[src/rtl/sram_arb_pkg.sv]
// Shared types and default widths for the three-port SRAM arbiter.
package sram_arb_pkg;

  localparam int ADDR_W_DEF = 20;
  localparam int DATA_W_DEF = 16;

  typedef enum logic [1:0] {
    S_IDLE,
    S_ACCESS,
    S_TURN
  } state_t;

  typedef enum logic [1:0] {
    REQ_WR,
    REQ_RD0,
    REQ_RD1
  } req_idx_t;

endpackage

[src/rtl/sram_arb_pick.sv]
// Combinational winner selection: the write port always wins; between the two
// read ports the pointer decides when both are pending.
module sram_arb_pick
  import sram_arb_pkg::*;
(
  input  logic     wr_req,
  input  logic     rd0_req,
  input  logic     rd1_req,
  input  logic     rr_ptr,
  output req_idx_t winner
);

  always_comb begin
    winner = REQ_RD0;
    if (wr_req)
      winner = REQ_WR;
    else if (rd0_req && rd1_req)
      winner = rr_ptr ? REQ_RD1 : REQ_RD0;
    else if (rd1_req)
      winner = REQ_RD1;
  end

endmodule

[src/rtl/sram_arbiter.sv]
// Single-SRAM arbiter for one writer and two readers (IDLE -> ACCESS -> TURN).
// Define SRAM_ARB_ROUND_ROBIN_EN for round-robin between the read ports.
module sram_arbiter
  import sram_arb_pkg::*;
#(
  parameter int ADDR_W  = ADDR_W_DEF,
  parameter int DATA_W  = DATA_W_DEF,
  parameter int ACC_CYC = 2
)(
  input  logic              i_clk,
  input  logic              i_rst,
  input  logic              i_wr_req,
  input  logic [ADDR_W-1:0] i_wr_addr,
  input  logic [DATA_W-1:0] i_wr_data,
  output logic              o_wr_ack,
  input  logic              i_rd0_req,
  input  logic [ADDR_W-1:0] i_rd0_addr,
  output logic              o_rd0_valid,
  output logic [DATA_W-1:0] o_rd0_data,
  input  logic              i_rd1_req,
  input  logic [ADDR_W-1:0] i_rd1_addr,
  output logic              o_rd1_valid,
  output logic [DATA_W-1:0] o_rd1_data,
  output logic [ADDR_W-1:0] o_SRAM_ADDR,
  output logic [DATA_W-1:0] o_SRAM_DQ_OUT,
  output logic              o_SRAM_DQ_OE,
  input  logic [DATA_W-1:0] i_SRAM_DQ_IN,
  output logic              o_SRAM_WE_N,
  output logic              o_SRAM_OE_N,
  output logic              o_SRAM_CE_N,
  output logic              o_busy
);

  // ACC_CYC must lie in 1..15 to fit the strobe counter.
  localparam logic [3:0] ACC_LOAD = ACC_CYC[3:0];

  state_t   state;
  logic [3:0] cnt;
  req_idx_t owner;
  req_idx_t winner;
  logic     any_req;
  logic     rr_ptr;

  assign any_req = i_wr_req | i_rd0_req | i_rd1_req;
  assign o_busy  = (state != S_IDLE);

`ifdef SRAM_ARB_ROUND_ROBIN_EN
  // Pointer names the read port that wins the next read-read tie.
  always_ff @(posedge i_clk or posedge i_rst) begin
    if (i_rst)
      rr_ptr <= 1'b0;
    else if (state == S_IDLE && any_req && winner != REQ_WR)
      rr_ptr <= (winner == REQ_RD0);
  end
`else
  assign rr_ptr = 1'b0;
`endif

  sram_arb_pick u_pick (
    .wr_req  (i_wr_req),
    .rd0_req (i_rd0_req),
    .rd1_req (i_rd1_req),
    .rr_ptr  (rr_ptr),
    .winner  (winner)
  );

  always_ff @(posedge i_clk or posedge i_rst) begin
    if (i_rst) begin
      state         <= S_IDLE;
      cnt           <= 4'd0;
      owner         <= REQ_RD0;
      o_wr_ack      <= 1'b0;
      o_rd0_valid   <= 1'b0;
      o_rd1_valid   <= 1'b0;
      o_rd0_data    <= '0;
      o_rd1_data    <= '0;
      o_SRAM_ADDR   <= '0;
      o_SRAM_DQ_OUT <= '0;
      o_SRAM_DQ_OE  <= 1'b0;
      o_SRAM_WE_N   <= 1'b1;
      o_SRAM_OE_N   <= 1'b1;
      o_SRAM_CE_N   <= 1'b1;
    end else begin
      o_wr_ack    <= 1'b0;
      o_rd0_valid <= 1'b0;
      o_rd1_valid <= 1'b0;
      case (state)
        S_IDLE: begin
          if (any_req) begin
            state       <= S_ACCESS;
            cnt         <= ACC_LOAD;
            owner       <= winner;
            o_SRAM_CE_N <= 1'b0;
            case (winner)
              REQ_WR: begin
                o_SRAM_ADDR   <= i_wr_addr;
                o_SRAM_DQ_OUT <= i_wr_data;
                o_SRAM_WE_N   <= 1'b0;
                o_SRAM_DQ_OE  <= 1'b1;
              end
              REQ_RD0: begin
                o_SRAM_ADDR <= i_rd0_addr;
                o_SRAM_OE_N <= 1'b0;
              end
              REQ_RD1: begin
                o_SRAM_ADDR <= i_rd1_addr;
                o_SRAM_OE_N <= 1'b0;
              end
              default: ;
            endcase
          end
        end
        S_ACCESS: begin
          // Last strobe cycle: sample read data and raise the done pulse.
          if (cnt == 4'd1) begin
            state       <= S_TURN;
            cnt         <= 4'd0;
            o_SRAM_WE_N <= 1'b1;
            o_SRAM_OE_N <= 1'b1;
            case (owner)
              REQ_WR:  o_wr_ack <= 1'b1;
              REQ_RD0: begin
                o_rd0_valid <= 1'b1;
                o_rd0_data  <= i_SRAM_DQ_IN;
              end
              REQ_RD1: begin
                o_rd1_valid <= 1'b1;
                o_rd1_data  <= i_SRAM_DQ_IN;
              end
              default: ;
            endcase
          end else begin
            cnt <= cnt - 4'd1;
          end
        end
        S_TURN: begin
          // Write data stays driven through this cycle as hold time after WE_N.
          state        <= S_IDLE;
          o_SRAM_CE_N  <= 1'b1;
          o_SRAM_DQ_OE <= 1'b0;
        end
        default: state <= S_IDLE;
      endcase
    end
  end

endmodule

[config.mk]
export PLATFORM = sky130hd
export DESIGN_NAME = sram_arbiter
export DESIGN_NICKNAME = d
export VERILOG_FILES = /design/src/rtl/sram_arb_pkg.sv /design/src/rtl/sram_arb_pick.sv /design/src/rtl/sram_arbiter.sv
export SDC_FILE = /design/constraint.sdc
export NUM_CORES = 1
export LEC_CHECK = 0
export ABC_AREA = 1
export CORE_UTILIZATION = 55
export DETAILED_ROUTE_END_ITERATION = 10
export DONT_BUFFER_PORTS = 1
export PLACE_DENSITY = 0.74
export SYNTH_ARGS = -nofsm -noshare
export SYNTH_HDL_FRONTEND = slang
export SYNTH_SLANG_ARGS = --single-unit
[constraint.sdc]
create_clock -name i_clk -period 2.8 [get_ports i_clk]
set_clock_uncertainty 0.2 [all_clocks]
set_input_delay 0.28 -clock i_clk [delete_from_list [all_inputs] [get_ports i_clk]]
set_output_delay 0.28 -clock i_clk [all_outputs]
set_load 0.02 [all_outputs]
==> results of run 1 <==
[metal layers]
layer,global-route usage,part of all wire,vias up
li1,-,-,1656
met1,0.307,0.41,1507
met2,0.423,0.49,135
met3,0.0676,0.077,25
met4,0.150,0.028,0
met5,0,0,-
[worst paths after layout]
check                      slack, ps     startpoint  depth (start not counted)               end
setup / recovery                 780      i_rd1_req                         10   o_SRAM_ADDR[11]
hold / removal                    20  i_rd1_addr[1]                          6    o_SRAM_ADDR[1]
setup reg to reg                 890         cnt[1]                          8     o_rd1_data[5]
hold reg to reg                  300       owner[1]                          1          o_wr_ack
max in group asynchronous       1440          i_rst                          3   o_SRAM_ADDR[12]
min in group asynchronous        310          i_rst                          2  o_SRAM_DQ_OUT[3]
[metrics by stage]
step / power (W) / utilization / setup WS, ps / hold slack, ps
after floorplan: 0.00364 / - / 190 / 223
after global placement: 0.00389 / 0.582 / 793 / 125
after detailed placement: 0.00395 / 0.582 / 722 / 130
after CTS: 0.00480 / 0.687 / 815 / 3.94
after global routing: 0.00514 / 0.687 / 574 / 46.5
final: 0.00478 / 0.687 / 784 / 18.1
[cell families (layout without fill, tap and decap cells)]
| family | after synthesis | count (layout) | share of synthesized area |
|---|---|---|---|
| simple gates | 339 | 339 | 0.353 |
| flops | 83 | 83 | 0.532 |
| buf+inv | 61 | 113 | 0.0645 |
| compound gates | 23 | 23 | 0.0294 |
| fa+ha+maj | 6 | 6 | 0.0192 |
| xor+xnor | 1 | 1 | 0.00224 |
[worst min-delay path: stages]
cell,delay [ps]
nand2_1,30
nand2_1,50
nand2_1,40
nand2_1,50
nand2_1,50
nand2_1,50
[cell usage in the layout (no fill, tap or decap)]
| cell | netlist | layout |
|---|---|---|
| nand2_1 | 283 | 283 |
| dfrtp_1 | 79 | 79 |
| dlygate4sd3_1 | 0 | 54 |
| nand3_1 | 39 | 39 |
| inv_1 | 37 | 36 |
| o21ai_0 | 22 | 22 |
| clkbuf_8 | 0 | 9 |
| nor2_1 | 6 | 6 |
| ha_1 | 6 | 6 |
| dfstp_2 | 4 | 4 |
| buf_4 | 1 | 4 |
| clkinvlp_4 | 0 | 3 |
| nand3b_1 | 2 | 2 |
| nand2_4 | 2 | 2 |
| inv_6 | 0 | 2 |
| nor2_2 | 1 | 1 |
| nor2_8 | 1 | 1 |
| inv_2 | 1 | 1 |
| nand2_2 | 1 | 1 |
| nor2_4 | 1 | 1 |
| xnor2_1 | 1 | 1 |
| nor3_1 | 1 | 1 |
| clkinv_2 | 0 | 1 |
| nand3_2 | 1 | 1 |
| a21oi_1 | 1 | 1 |
| nand4_1 | 1 | 1 |
| clkinv_4 | 0 | 1 |
| clkbuf_1 | 9 | 1 |
| buf_12 | 0 | 1 |
[power by group through the flow]
| stage | Combinational, W | Clock (W) | Sequential, W |
|---|---|---|---|
| 2_1_floorplan | 0.000985 | 0 | 0.00265 |
| 3_3_place_gp | 0.00113 | 0 | 0.00276 |
| 3_5_place_dp | 0.00118 | 0 | 0.00277 |
| 4_1_cts | 0.00124 | 0.000801 | 0.00275 |
| 5_1_grt | 0.00147 | 0.000851 | 0.00282 |
| 6_report | 0.00124 | 0.000778 | 0.00276 |
[registers in the layout, summed over array words and instances, names as in the netlist]
name           cells
o_SRAM_DQ_OE       1
o_SRAM_WE_N        1
o_rd1_valid        1
o_SRAM_ADDR       20
state              2
o_SRAM_CE_N        1
o_SRAM_OE_N        1
owner              2
o_rd1_data        16
cnt                4
o_wr_ack           1
o_rd0_valid        1
o_rd0_data        16
o_SRAM_DQ_OUT     16
[cell usage after synthesis, drive strengths merged]
| library cell | n | area [um^2] |
|---|---|---|
| buf | 14 | 76.3 |
| nand3 | 40 | 205 |
| nand3b | 2 | 15.0 |
| xnor2 | 1 | 8.76 |
| nand2 | 286 | 1090 |
| dfrtp | 79 | 1980 |
| nor2 | 9 | 60.1 |
| nand4 | 1 | 6.26 |
| nor3 | 1 | 5.00 |
| clkbuf | 9 | 33.8 |
| o21ai | 22 | 110 |
| inv | 38 | 143 |
| ha | 6 | 75.1 |
| a21oi | 1 | 5.00 |
| dfstp | 4 | 105 |
[what timing repair did]
action,in CTS,in global routing
hold buffers,54,0
setup endpoints to repair,0,0
hold endpoints to repair,110,0
gates resized for setup,0,0
[cell type report]
class,count,share of cell area
flip-flops and latches,83,0.443
inverters,38,0.0307
repair buffers,59,0.126
clock inverters,6,0.0104
multi-input cells,369,0.337
well taps,96,0.0256
clock buffers,10,0.0272
==> results.sh, run 1 <==
export IMPL_fin_crit_ps=2020
export IMPL_p_sw_w=0.00226
export IMPL_antenna_found_initial=0
export IMPL_ant_nets=0
export IMPL_worstSkewPairLatency_ps=350
export IMPL_ioPinCount=173
export IMPL_crit_buf_inv=2
export IMPL_place_congestion=0.815
export IMPL_p_leak_nw=2.53
export IMPL_synth_seq_cells=83
export IMPL_path_clk_slew_ps=90
export IMPL_tightest_slew_ps=787
export IMPL_dr_pass1_iters=4
export IMPL_final_cells=661
export IMPL_hold_viol=0
export IMPL_seqCellArea_um2=2080
export IMPL_power_internal_w=0.00252
export IMPL_place_inst=591
export IMPL_die_x_um=86.4
export IMPL_grt_pass1_wl_mm=15.0
export IMPL_htreeDepth=3
export IMPL_status="completed"
export IMPL_grt_pass1_vias=3381
export IMPL_cts_tree="yes"
export IMPL_tns_ps=0
export IMPL_max_freq_ghz=0.496
export IMPL_multiInputGateArea_um2=1580
export IMPL_die_y_um=86.4
export IMPL_cts_sinks=83
export IMPL_final_area_um2=4690
export IMPL_diodes=0
export IMPL_grt_max_degree=47
export IMPL_hold_class="in2reg"
export IMPL_pwr_density_cell_nw_per_um2=1020
export IMPL_core_um2=6830
export IMPL_critPathMaxFanout=20
export IMPL_power_frac_clock=0.163
export IMPL_slew_headroom=0.475
export IMPL_netlist_area_um2=3920
export IMPL_post_cts_buffers=0
export IMPL_synthCells=513
export IMPL_drive_above_1_share=0.0584
export IMPL_ir_drop_uv=547
export IMPL_ys_seq_area_frac=0.532
export IMPL_crit_slowest_cell="ha_1"
export IMPL_grt_usage=0.258
export IMPL_cap_violations=0
export IMPL_critPathKind="in2reg"
export IMPL_path_delay_family="buffers and inverters"
export IMPL_cts_root_buffer="clkbuf_8"
export IMPL_synth_distinct_cells=25
export IMPL_drtIter0Drc=191
export IMPL_nFillCells=562
export IMPL_setup_viol=0
export IMPL_drv_slew=0
export IMPL_syn2layout_area_growth_pct=19.9
export IMPL_row_count=30
export IMPL_cts_buffer_depth=2
export IMPL_cpMostUsedCell="nand2_1"
export IMPL_syn_nets=616
export IMPL_path_cells="dlygate4sd3_1 -> nand2_1 -> inv_1 -> ha_1 -> nand2_1 -> nand2_1 -> nand2_1 -> nand2_1 -> nand2_1 -> nand2_1"
export IMPL_sw_frac_of_total=0.472
export IMPL_cp_arrival_ps=2110
export IMPL_via_count=3323
export IMPL_comb_power_share=0.260
export IMPL_syn_area_per_cell_um2=7.63
export IMPL_slowest_delay_ps=600
export IMPL_gr_total_overflow=0
export IMPL_start_util=0.573
export IMPL_rsz0062_at_grt="false"
export IMPL_finalWirelength_mm=9.01
export IMPL_fin_crit_sh=0.720
export IMPL_cp_end_kind="register"
export IMPL_cts_buffers_inserted=9
export IMPL_startpoint_type="primary input"
export IMPL_io_buffers=0
export IMPL_routed_via_density=5.03
export IMPL_die_area_um2=7460
export IMPL_synth_warnings=0
export IMPL_seqPwrFrac=0.577
export IMPL_required_ps=2890
export IMPL_drc_errors=0
export IMPL_wl_per_cell_um=13.6
export IMPL_nets=663
export IMPL_place_area_um2=3980
export IMPL_dpl_hpwl_mm=5.69
(Power assumes the default switching activity.)
==> run 2: changes to the inputs <==
--- a/config.mk
+++ b/config.mk
@@ -9,7 +9,7 @@
 export CORE_UTILIZATION = 55
 export DETAILED_ROUTE_END_ITERATION = 10
 export DONT_BUFFER_PORTS = 1
-export PLACE_DENSITY = 0.74
+export PLACE_DENSITY = 0.77
 export SYNTH_ARGS = -nofsm -noshare
 export SYNTH_HDL_FRONTEND = slang
 export SYNTH_SLANG_ARGS = --single-unit
==> constraint.sdc (replaced) <==
create_clock -name i_clk -period 1.84 [get_ports i_clk]
set_clock_uncertainty 0.2 [all_clocks]
set_input_delay 0.184 -clock i_clk [delete_from_list [all_inputs] [get_ports i_clk]]
set_output_delay 0.184 -clock i_clk [all_outputs]
set_load 0.02 [all_outputs]
==> run 2 against run 1 <==
Effect of this change: via count up 14%; die area did not move; sequential share of layout area is 4.9 points lower; non-clock buffer count grew 52; total power grew 60%; combinational power increased by 74%; worst hold slack improved by 90 ps; sequential power grew 53%; register-to-register slack got worse by 680 ps; clock-buffer cell count unchanged; core utilization increased by 8.5 points; clock power grew 65%.
==> results.sh, run 2 (same netlist as run 1, synthesis figures left out) <==
export IMPL_status="completed"
export IMPL_via_count=3784
export IMPL_io_buffers=0
export IMPL_cts_root_buffer="clkbuf_8"
export IMPL_p_leak_nw=2.78
export IMPL_pwr_density_cell_nw_per_um2=1450
export IMPL_drv_slew=0
export IMPL_regMostFlops="o_SRAM_ADDR"
export IMPL_drive_above_1_share=0.0697
export IMPL_post_route_util=0.772
export IMPL_grt_usage=0.321
export IMPL_worstSkewPairLatency_ps=330
export IMPL_hold_class="in2reg"
export IMPL_cts_sinks=83
export IMPL_grt_max_degree=35
export IMPL_whs_ps=108
export IMPL_die_x_um=86.4
export IMPL_row_count=30
export IMPL_finalPower_w=0.00766
export IMPL_antenna_found_initial=0
export IMPL_setup_viol=0
export IMPL_met3_usage=0.0876
export IMPL_place_inst=600
export IMPL_slew_headroom=0.635
export IMPL_rsz0062_at_grt="false"
export IMPL_critPathMaxFanout=5
export IMPL_grt_pass1_wl_mm=18.4
export IMPL_place_area_um2=4110
export IMPL_drtIter0Drc=307
export IMPL_wl_per_cell_um=15.5
export IMPL_min_path_cells=5
export IMPL_critPathKind="in2reg"
export IMPL_htreeDepth=3
export IMPL_finalWirelength_mm=11.1
export IMPL_cp_end_kind="register"
export IMPL_grt_pass1_vias=3923
export IMPL_cts_tree="yes"
export IMPL_largest_register_ffs=20
export IMPL_ioPinCount=173
export IMPL_required_ps=1920
export IMPL_final_cell_mix="nand2_1 (283), dlygate4sd3_1 (97), dfrtp_1 (79)"
export IMPL_final_cells=713
export IMPL_gr_total_overflow=0
export IMPL_use_met1=0.384
export IMPL_syn2layout_area_growth_pct=34.7
export IMPL_tightest_slew_ps=546
export IMPL_reg2regPathDepth=7
export IMPL_start_util=0.573
export IMPL_post_cts_buffers=0
export IMPL_cts_buffer_depth=2
export IMPL_fin_crit_sh=0.929
export IMPL_max_freq_ghz=0.585
export IMPL_die_y_um=86.4
export IMPL_core_um2=6830
export IMPL_fin_crit_ps=1710
export IMPL_routed_via_density=5.31
export IMPL_busiest_layer="met2"
export IMPL_startpoint_type="primary input"
export IMPL_nets=715
export IMPL_dr_pass1_iters=6
export IMPL_drc_errors=0
export IMPL_place_congestion=0.809
export IMPL_hold_viol=0
export IMPL_use_met2=0.521
export IMPL_path_clk_slew_ps=80
export IMPL_die_area_um2=7460
export IMPL_cts_buffers_inserted=9
export IMPL_dpl_hpwl_mm=6.00
export IMPL_cp_arrival_ps=1790
export IMPL_final_area_um2=5280
export IMPL_ir_drop_uv=935
export IMPL_final_common_cell="nand2_1"
export IMPL_cap_violations=0
export IMPL_ant_nets=0
export IMPL_diodes=0
==> run 2: cell type report <==
class,count,area [um^2]
flip-flops and latches,83,2080
clock inverters,6,65.1
repair buffers,111,1150
inverters,38,146
multi-input cells,369,1580
well taps,96,120
fillers,471,1560
clock buffers,10,128
==> run 2: critical path, cell delays in order <==
cell,delay (ps)
nor2_1,100
dlygate4sd3_1,560
nand2_1,140
dlygate4sd3_1,610
nand3_1,80
nand2_1,60
nand2_1,60
==> run 2: where the power goes <==
part / internal (W) / switching, W / leakage [nW]
Clock: 0.000631 / 0.000652 / 0.0966
Sequential: 0.00267 / 0.00155 / 0.971
Combinational: 0.000848 / 0.00131 / 1.71
==> run 2: worst paths after layout <==
path,from,endpoint,slack [ps]
min,i_rd1_req,o_SRAM_DQ_OE,110
max,i_rd0_req,o_SRAM_OE_N,130
max in group asynchronous,i_rst,o_SRAM_CE_N,660
min reg2reg,owner[1],o_wr_ack,300
min in group asynchronous,i_rst,o_SRAM_ADDR[8],170
max reg2reg,cnt[1],o_rd0_data[8],210
==> run 2: routing by layer <==
metal / share of wire / vias up
met5: 0 / -
met4: 0.046 / 0
met3: 0.096 / 64
met2: 0.48 / 253
met1: 0.37 / 1711
li1: - / 1756
==> run 2: per-stage QoR <==
step	setup TNS, ps	setup slack, ps
after global placement	0	58.0
after floorplan	0	199
after global routing	0	59.7
after detailed placement	-40.9	-40.9
after CTS	0	217
final	0	131
==> run 2: repair_timing <==
action	in CTS	in global routing
endpoints found under the setup margin	0	1
hold buffers	97	0
resized for setup	0	1
hold endpoints to repair	150	0
==> run 3: changes to the inputs <==
==> constraint.sdc (replaced) <==
create_clock -name i_clk -period 1.4 [get_ports i_clk]
set_clock_uncertainty 0.2 [all_clocks]
set_input_delay 0.14 -clock i_clk [delete_from_list [all_inputs] [get_ports i_clk]]
set_output_delay 0.14 -clock i_clk [all_outputs]
set_load 0.02 [all_outputs]
==> run 3 against run 2 <==
Effect of this change: the flow now finishes with violations (negative setup slack); via count grew 5.9%; worst hold slack worse by 12 ps; cell area grew 8.6%; first-iteration DRC count decreased by 4.9%; sequential share of layout area shrank 3.1 points; combinational power up 82%; routed wire length up 9.4%; critical path type is now reg2reg; sequential power is 31% higher; highest routed layer unchanged; critical path depth did not move; worst setup slack lost 210 ps; core utilization rose by 6.7 points.
==> results.sh, run 3 (same netlist as run 1, synthesis figures left out) <==
export IMPL_status="complete, but fails checks"
export IMPL_violations="negative setup slack"
export IMPL_grt_max_degree=84
export IMPL_nets=736
export IMPL_final_common_cell="nand2_1"
export IMPL_cts_tree="yes"
export IMPL_cp_end_kind="register"
export IMPL_wl_per_cell_um=16.5
export IMPL_drive_above_1_share=0.155
export IMPL_row_count=30
export IMPL_htreeDepth=3
export IMPL_path_delay_family="buffers and inverters"
export IMPL_regMostFlops="o_SRAM_ADDR"
export IMPL_gr_total_overflow=0
export IMPL_dr_pass1_iters=5
export IMPL_drc_errors=0
export IMPL_reg2regPathDepth=7
export IMPL_antenna_found_initial=0
export IMPL_place_congestion=0.811
export IMPL_final_cells=734
export IMPL_worstSkewPairLatency_ps=340
export IMPL_cp_arrival_ps=1500
export IMPL_p_leak_nw=2.93
export IMPL_fin_crit_ps=1480
export IMPL_pwr_density_cell_nw_per_um2=1950
export IMPL_final_area_um2=5730
export IMPL_drtIter0Drc=292
export IMPL_slowest_delay_ps=390
export IMPL_crit_buf_inv=3
export IMPL_via_count=4009
export IMPL_slew_headroom=0.708
export IMPL_largest_register_ffs=20
export IMPL_ir_drop_uv=1330
export IMPL_cpMostUsedCell="buf_4"
export IMPL_place_area_um2=4280
export IMPL_place_ws_ps=-128
export IMPL_final_cell_mix="nand2_1 (272), dlygate4sd3_1 (95), dfrtp_1 (79)"
export IMPL_die_y_um=86.4
export IMPL_ant_nets=0
export IMPL_cp_num_cells=7
export IMPL_crit_slowest_cell="dfrtp_1"
export IMPL_grt_usage=0.327
export IMPL_start_util=0.573
export IMPL_critPathKind="reg2reg"
export IMPL_cts_buffer_depth=2
export IMPL_cts_sinks=83
export IMPL_path_cells="nor2_2 -> buf_4 -> buf_4 -> nand3_4 -> buf_12 -> nand2_1 -> o21ai_0"
export IMPL_cap_violations=0
export IMPL_syn2layout_area_growth_pct=46.4
export IMPL_rsz0062_at_grt="true"
export IMPL_startpoint_type="register"
export IMPL_die_area_um2=7460
export IMPL_max_freq_ghz=0.678
export IMPL_diodes=0
export IMPL_grt_pass1_wl_mm=18.6
export IMPL_cts_buffers_inserted=9
export IMPL_grt_pass1_vias=3968
export IMPL_cts_root_buffer="clkbuf_8"
export IMPL_place_inst=617
export IMPL_die_x_um=86.4
export IMPL_path_clk_slew_ps=80
export IMPL_ioPinCount=173
export IMPL_finalWirelength_mm=12.1
export IMPL_hold_class="in2reg"
export IMPL_required_ps=1430
export IMPL_nFillCells=364
export IMPL_core_um2=6830
export IMPL_hold_viol=0
export IMPL_fin_crit_sh=1.05
export IMPL_io_buffers=0
export IMPL_routed_via_density=5.46
export IMPL_setup_viol=64
export IMPL_min_path_cells=5
export IMPL_dpl_hpwl_mm=5.97
export IMPL_drv_slew=0
export IMPL_fin_ws_ps=-75.8
export IMPL_tightest_slew_ps=438
export IMPL_critPathMaxFanout=34
==> run 3: cell types whose count changed in the layout (fill, tap and decap cells not counted), sizes merged <==
cell	before	now
nand2	286	287
buf	14	35
clkinvlp	2	3
dlygate4sd3	97	95
==> run 3: worst register-to-register path, delay by kind of cell, from the launching register on <==
| family | cells | cell delay (ps) |
|---|---|---|
| buffers and inverters | 3 | 400 |
| AO/OA/AOI/OAI | 1 | 90 |
| AND/OR/NAND/NOR | 3 | 290 |
| flip-flops | 1 | 390 |
==> run 3: per-layer routing <==
metal,vias up,part of all wire,global-route usage
li1,1811,-,-
met1,1846,0.36,0.381
met2,279,0.49,0.518
met3,73,0.098,0.104
met4,0,0.049,0.220
met5,-,0,0
==> run 3: final cells by class <==
| type | instances | area (um^2) | area share |
|---|---|---|---|
| clock buffers | 9 | 124 | 0.0216 |
| clock inverters | 7 | 73.8 | 0.0129 |
| inverters | 38 | 165 | 0.0288 |
| multi-input cells | 370 | 1780 | 0.311 |
| flip-flops and latches | 83 | 2080 | 0.363 |
| well taps | 96 | 120 | 0.0210 |
| repair buffers | 131 | 1390 | 0.242 |
==> run 3: what timing repair did <==
item / in CTS / in global routing
setup buffers: 1 / 3
gates resized for setup: 23 / 39
pin swaps: 1 / 5
setup endpoints to repair: 36 / 78
endpoints found under the hold margin: 153 / 0
hold buffers: 95 / 0
cloned: 1 / 2
==> run 3: through the flow <==
step,hold slack (ps),power (W),setup TNS (ps),utilization
floorplan,82.8,0.00735,0,-
global placement,-29.0,0.00831,-1040,0.627
detailed placement,-26.7,0.00846,-3140,0.627
CTS,17.3,0.0106,-706,0.806
global route,132,0.0119,-7450,0.839
finish,95.8,0.0112,-2170,0.839
==> run 3: worst paths after layout <==
check | start | endpoint | slack (ps)
max | state[1] | o_SRAM_DQ_OUT[8] | -80
min | i_wr_req | o_SRAM_OE_N | 100
max reg2reg | state[1] | o_SRAM_DQ_OUT[8] | -80
min reg2reg | owner[0] | owner[0] | 330
max in group asynchronous | i_rst | o_SRAM_OE_N | 440
min in group asynchronous | i_rst | o_rd0_data[2] | 180
==> run 3: report_power, final <==
group | switching, W | total [W] | internal [W]
registers | 0.00203 | 0.00553 | 0.00350
clock network | 0.000902 | 0.00174 | 0.000837
logic | 0.00223 | 0.00393 | 0.00169
total | 0.00517 | 0.0112 | 0.00603
